===== src/rtl/matmul_mxnxl.sv =====
// Registered unsigned matrix product R = G*g (M x N times N x L), truncated to W bits per element.
// One dot-product instance per result element; the whole product settles combinationally each cycle.

module matmul_dot #(
    parameter int W = 8,
    parameter int N = 3
) (
    input  logic [N-1:0][W-1:0] row,
    input  logic [N-1:0][W-1:0] col,
    output logic [W-1:0]        dot
);
    localparam int ACC_W = 2*W + $clog2(N);

    logic [ACC_W-1:0] acc;
    logic             unused_hi;

    always_comb begin
        acc = '0;
        for (int k = 0; k < N; k++)
            acc = acc + ACC_W'(row[k]) * ACC_W'(col[k]);
    end

    // Result wraps modulo 2^W; the upper accumulator bits are intentionally dropped.
    assign dot       = acc[W-1:0];
    assign unused_hi = ^acc[ACC_W-1:W];
endmodule

module matmul_mxnxl #(
    parameter int W = 8,
    parameter int M = 4,
    parameter int N = 3,
    parameter int L = 3
) (
    input  logic             clk,
    input  logic             rstn,
    input  logic [M*N*W-1:0] transformation_mtx,
    input  logic [N*L*W-1:0] input_mtx,
    output logic [M*L*W-1:0] result_mtx
);
    // Flat element views; element [r][c] of an R x C matrix sits at index R*C-1-(r*C+c).
    logic [M*N-1:0][W-1:0] g_el;
    logic [N*L-1:0][W-1:0] x_el;
    logic [M*L-1:0][W-1:0] res_d, res_q;

    assign g_el = transformation_mtx;
    assign x_el = input_mtx;

    for (genvar i = 0; i < M; i++) begin : g_row
        for (genvar j = 0; j < L; j++) begin : g_col
            logic [N-1:0][W-1:0] row, col;
            for (genvar k = 0; k < N; k++) begin : g_k
                assign row[k] = g_el[M*N-1-(i*N+k)];
                assign col[k] = x_el[N*L-1-(k*L+j)];
            end
            matmul_dot #(.W(W), .N(N)) u_dot (
                .row (row),
                .col (col),
                .dot (res_d[M*L-1-(i*L+j)])
            );
        end
    end

    always_ff @(posedge clk or negedge rstn) begin
        if (!rstn) res_q <= '0;
        else       res_q <= res_d;
    end

    assign result_mtx = res_q;
endmodule


===== config.mk =====
export PLATFORM = sky130hd
export DESIGN_NAME = matmul_mxnxl
export DESIGN_NICKNAME = d
export VERILOG_FILES = /design/src/rtl/matmul_mxnxl.sv
export SDC_FILE = /design/constraint.sdc
export NUM_CORES = 2
export LEC_CHECK = 0
export BUFFER_PORTS_ARGS = -buffer_cell sky130_fd_sc_hd__buf_2
export CORE_MARGIN = 1
export CORE_UTILIZATION = 44
export DETAILED_ROUTE_END_ITERATION = 10
export REMOVE_ABC_BUFFERS = 1
export SLEW_MARGIN = 20
export SYNTH_ARGS = -nofsm -noshare
export SYNTH_HDL_FRONTEND = slang
export SYNTH_SLANG_ARGS = --single-unit

===== constraint.sdc =====
create_clock -name clk -period 0.8 [get_ports clk]
set_clock_uncertainty 0.1 [all_clocks]
set_input_delay 0.16 -clock clk [delete_from_list [all_inputs] [get_ports clk]]
set_output_delay 0.16 -clock clk [all_outputs]
set_load 0.05 [all_outputs]

==> flow_summary.toml <==
[synthesis]
netlist_instances = 4326
ys_top_cells_by_area = "fa_1 (32%), ha_1 (20%), xnor2_1 (11%)"
synth_compound_area_share_pct = 0.780
yosys_warnings = 0
synthMostInstantiatedCell = "inv_1"
synth_xor_area_share_pct = 13.4
yosysTopAreaCell = "fa_1"
yosysSeqAreaShare_pct = 6.24
avgSynthCellArea_um2 = 8.90
ys_types = 18
ys_async_sr_fraction_pct = 100
synth_top_area_share_pct = 32.5
synthTopCellsByCount = "inv_1 (890), nand2_1 (675), fa_1 (624)"
synth_top_family_by_area = "adder cells"
muxShareOfSynthArea_pct = 0
synth_area_um2 = 38500
synth_edf_count = 0
synthAdderAreaFrac_pct = 52.0
yosys_register_bits = 96
synth-main-ff-cell = "dfrtp_1"
synthSimpleGateAreaFrac_pct = 16.7

[power_and_ir_drop]
powerDensity_nw_per_um2 = 3390
switching_power_w = 0.0879
ir_drop_mv = 5.55
power.share.combinational_pct = 91.9
p_int_w = 0.0974
p_sw_share_pct = 47.4
p_total_w = 0.185
seqPwrFrac_pct = 5.4
power_frac_clock_pct = 2.8
leakage_nw = 26.0

[detailed_routing]
drt_iter0_drc = 2415
wl_per_cell_um = 23.5
vias = 32600
vias_per_cell = 5.11
ant_nets = 0
drc = 0
drt_wl_total_um = 150000
dr.pass1.iters = 5

[cts]
clock-sinks = 96
cts.htree.levels = 3
clk_path_buf_depth = 2
cts_tree = "yes"
clock-root-buffer = "clkbuf_16"
cts.clk_slew.worst_paths_ns = 0.09
cts_buffers = 9

[cells_and_area]
final_layout_size_suffix_gt1_share_pct = 32.9
multiInputGateArea_um2 = 35900
largest_reg_flops = 96
seqCellArea_um2 = 2400
syn2layout_area_growth_pct = 41.8
fillers = 7085
fin_nets = 6593

[floorplanning]
dieArea_um2 = 88700
core-area_um2 = 86800
rows = 108
initial_core_util_pct = 44.4
die_w_um = 298
die-height_um = 298
ioPinCount = 266

[global_route]
antenna_found_initial = 21
grt.busiest_layer = "met2"
met3_usage_pct = 7.23
grtUsageTotal_pct = 34.0
grt_overflow = 0
use_met1_pct = 42.4
grt_pass1_wl_um = 220000
gr-usage-met2_pct = 55.5
grt_pass1_vias = 35400
grt_max_degree = 23

[run]
maxCapViolCount = 0

[sta]
worst_slew_pin_slew_ns = 0.481
setup_violations = 192
setup_slack_ns = -4.35
max_freq_mhz = 194
rsz0062_at_grt = "true"
fin_crit_ns = 5.15
setup-tns-final_ns = -309.37
finalHoldViolCount = 0
slew_headroom_pct = 67.7
slew_viol_final = 0
finalCritPeriodShare_pct = 644

[min_path]
min_path_type = "in2async"

[critical_path]
critPathLaunchType = "primary input"
cp.arrival_ns = 5.41
critPathLaunch = "input_mtx[56]"
critical_path_peak_fanout = 5
critical_path_class = "in2reg"
required_ns = 1.06
end_kind = "flop"

[status]
status = "finished with violations"
violations = "negative setup slack"

[place]
pre_cts_ws_ns = -5.09
gp_congestion = 0.951
portBuffers = 265
detailed_place_hpwl_um = 110000
## layer usage
| layer | routed length [um] | part of all wire (%) |
|---|---|---|
| met5 | 33 | 0.022 |
| met3 | 13900 | 9.3 |
| met2 | 70000 | 47 |
| met4 | 9270 | 6.2 |
| met1 | 56400 | 38 |
## worst max path at each step
stage,cells past startpoint,end,slack (ns)
final,23,result_mtx[87],-4.35
after global routing,23,result_mtx[87],-4.49
after CTS,23,result_mtx[63],-4.27
after detailed placement,21,result_mtx[63],-5.09
after global placement,20,result_mtx[31],-5.06
after floorplan,17,result_mtx[55],-4.25
## cells by family (layout without fill, tap and decap cells)
family          after synthesis  count (layout)
compound gates               48              48
xor+xnor                    564             564
fa+ha+maj                  1224            1224
buf+inv                    1098            1976
flops                        96              96
other cells                   0               8
simple gates               1296            1296
## worst max-delay path, stage by stage
cell     delay [ns]
buf_8          0.08
buf_12         0.10
buf_8          0.13
buf_8          0.13
nand2_4        0.05
fa_1           0.53
inv_2          0.05
ha_4           0.25
inv_2          0.03
fa_1           0.49
inv_2          0.04
fa_1           0.51
fa_1           0.52
fa_1           0.49
inv_1          0.05
fa_1           0.53
inv_2          0.06
fa_2           0.36
a21o_1         0.23
a21oi_2        0.18
xnor2_1        0.15
xnor2_1        0.16
xnor2_1        0.13
## what timing repair did
| item | in CTS | in global routing |
|---|---|---|
| setup buffers | 162 | 70 |
| gates cloned | 17 | 0 |
| hold buffers | 1 | 0 |
| resized for setup | 1069 | 297 |
| setup endpoints to repair | 192 | 192 |
| endpoints found under the hold margin | 96 | 0 |
| pin swaps | 479 | 333 |
## per-stage QoR
stage / cells / cell area (um^2) / utilization [%] / hold slack, ns
2_1_floorplan: 4118 / 37600 / - / -0.236
3_3_place_gp: 6138 / 45900 / 52.9 / -0.0769
3_5_place_dp: 6138 / 45900 / 52.9 / -0.0766
4_1_cts: 6319 / 53000 / 61.1 / 0.0117
5_1_grt: 6364 / 54600 / 62.9 / 0.0283
6_report: 6367 / 54600 / 62.9 / 0.0330
## cell type report
type                       instances  area share (%)
multi-input combinational       3132            65.7
clock buffer                      10           0.419
antenna                            8          0.0367
timing repair buffer            1070            20.5
clock inverter                     6           0.124
sequential                        96            4.41
tap                             1155            2.65
inverter                         890            6.12
## power groups by stage
stage / combinational (W) / clock (W) / sequential (W)
6_report: 0.170 / 0.00516 / 0.00994
5_1_grt: 0.185 / 0.00549 / 0.0100
4_1_cts: 0.163 / 0.00539 / 0.00999
3_5_place_dp: 0.137 / 0 / 0.00945
3_3_place_gp: 0.135 / 0 / 0.00955
2_1_floorplan: 0.0874 / 0 / 0.0174
## layout by cell type, fill, tap and decap left out, types with 2 or more instances in the layout
| cell type | instances |
|---|---|
| a21o_1 | 24 |
| a21oi_2 | 16 |
| a21oi_4 | 8 |
| and2_1 | 539 |
| and2_4 | 79 |
| buf_12 | 127 |
| buf_16 | 14 |
| buf_2 | 85 |
| buf_4 | 512 |
| buf_6 | 276 |
| buf_8 | 50 |
| bufbuf_16 | 4 |
| clkbuf_16 | 9 |
| clkinvlp_4 | 2 |
| dfrtp_1 | 94 |
| dfrtp_2 | 2 |
| diode_2 | 8 |
| fa_1 | 602 |
| fa_2 | 22 |
| ha_1 | 349 |
| ha_2 | 7 |
| ha_4 | 244 |
| inv_1 | 752 |
| inv_2 | 137 |
| nand2_1 | 591 |
| nand2_2 | 57 |
| nand2_4 | 30 |
| xnor2_1 | 453 |
| xnor2_2 | 23 |
| xnor3_1 | 12 |
| xor2_1 | 72 |
| xor2_2 | 3 |
Note: power is estimated with default switching activity, not from simulation.
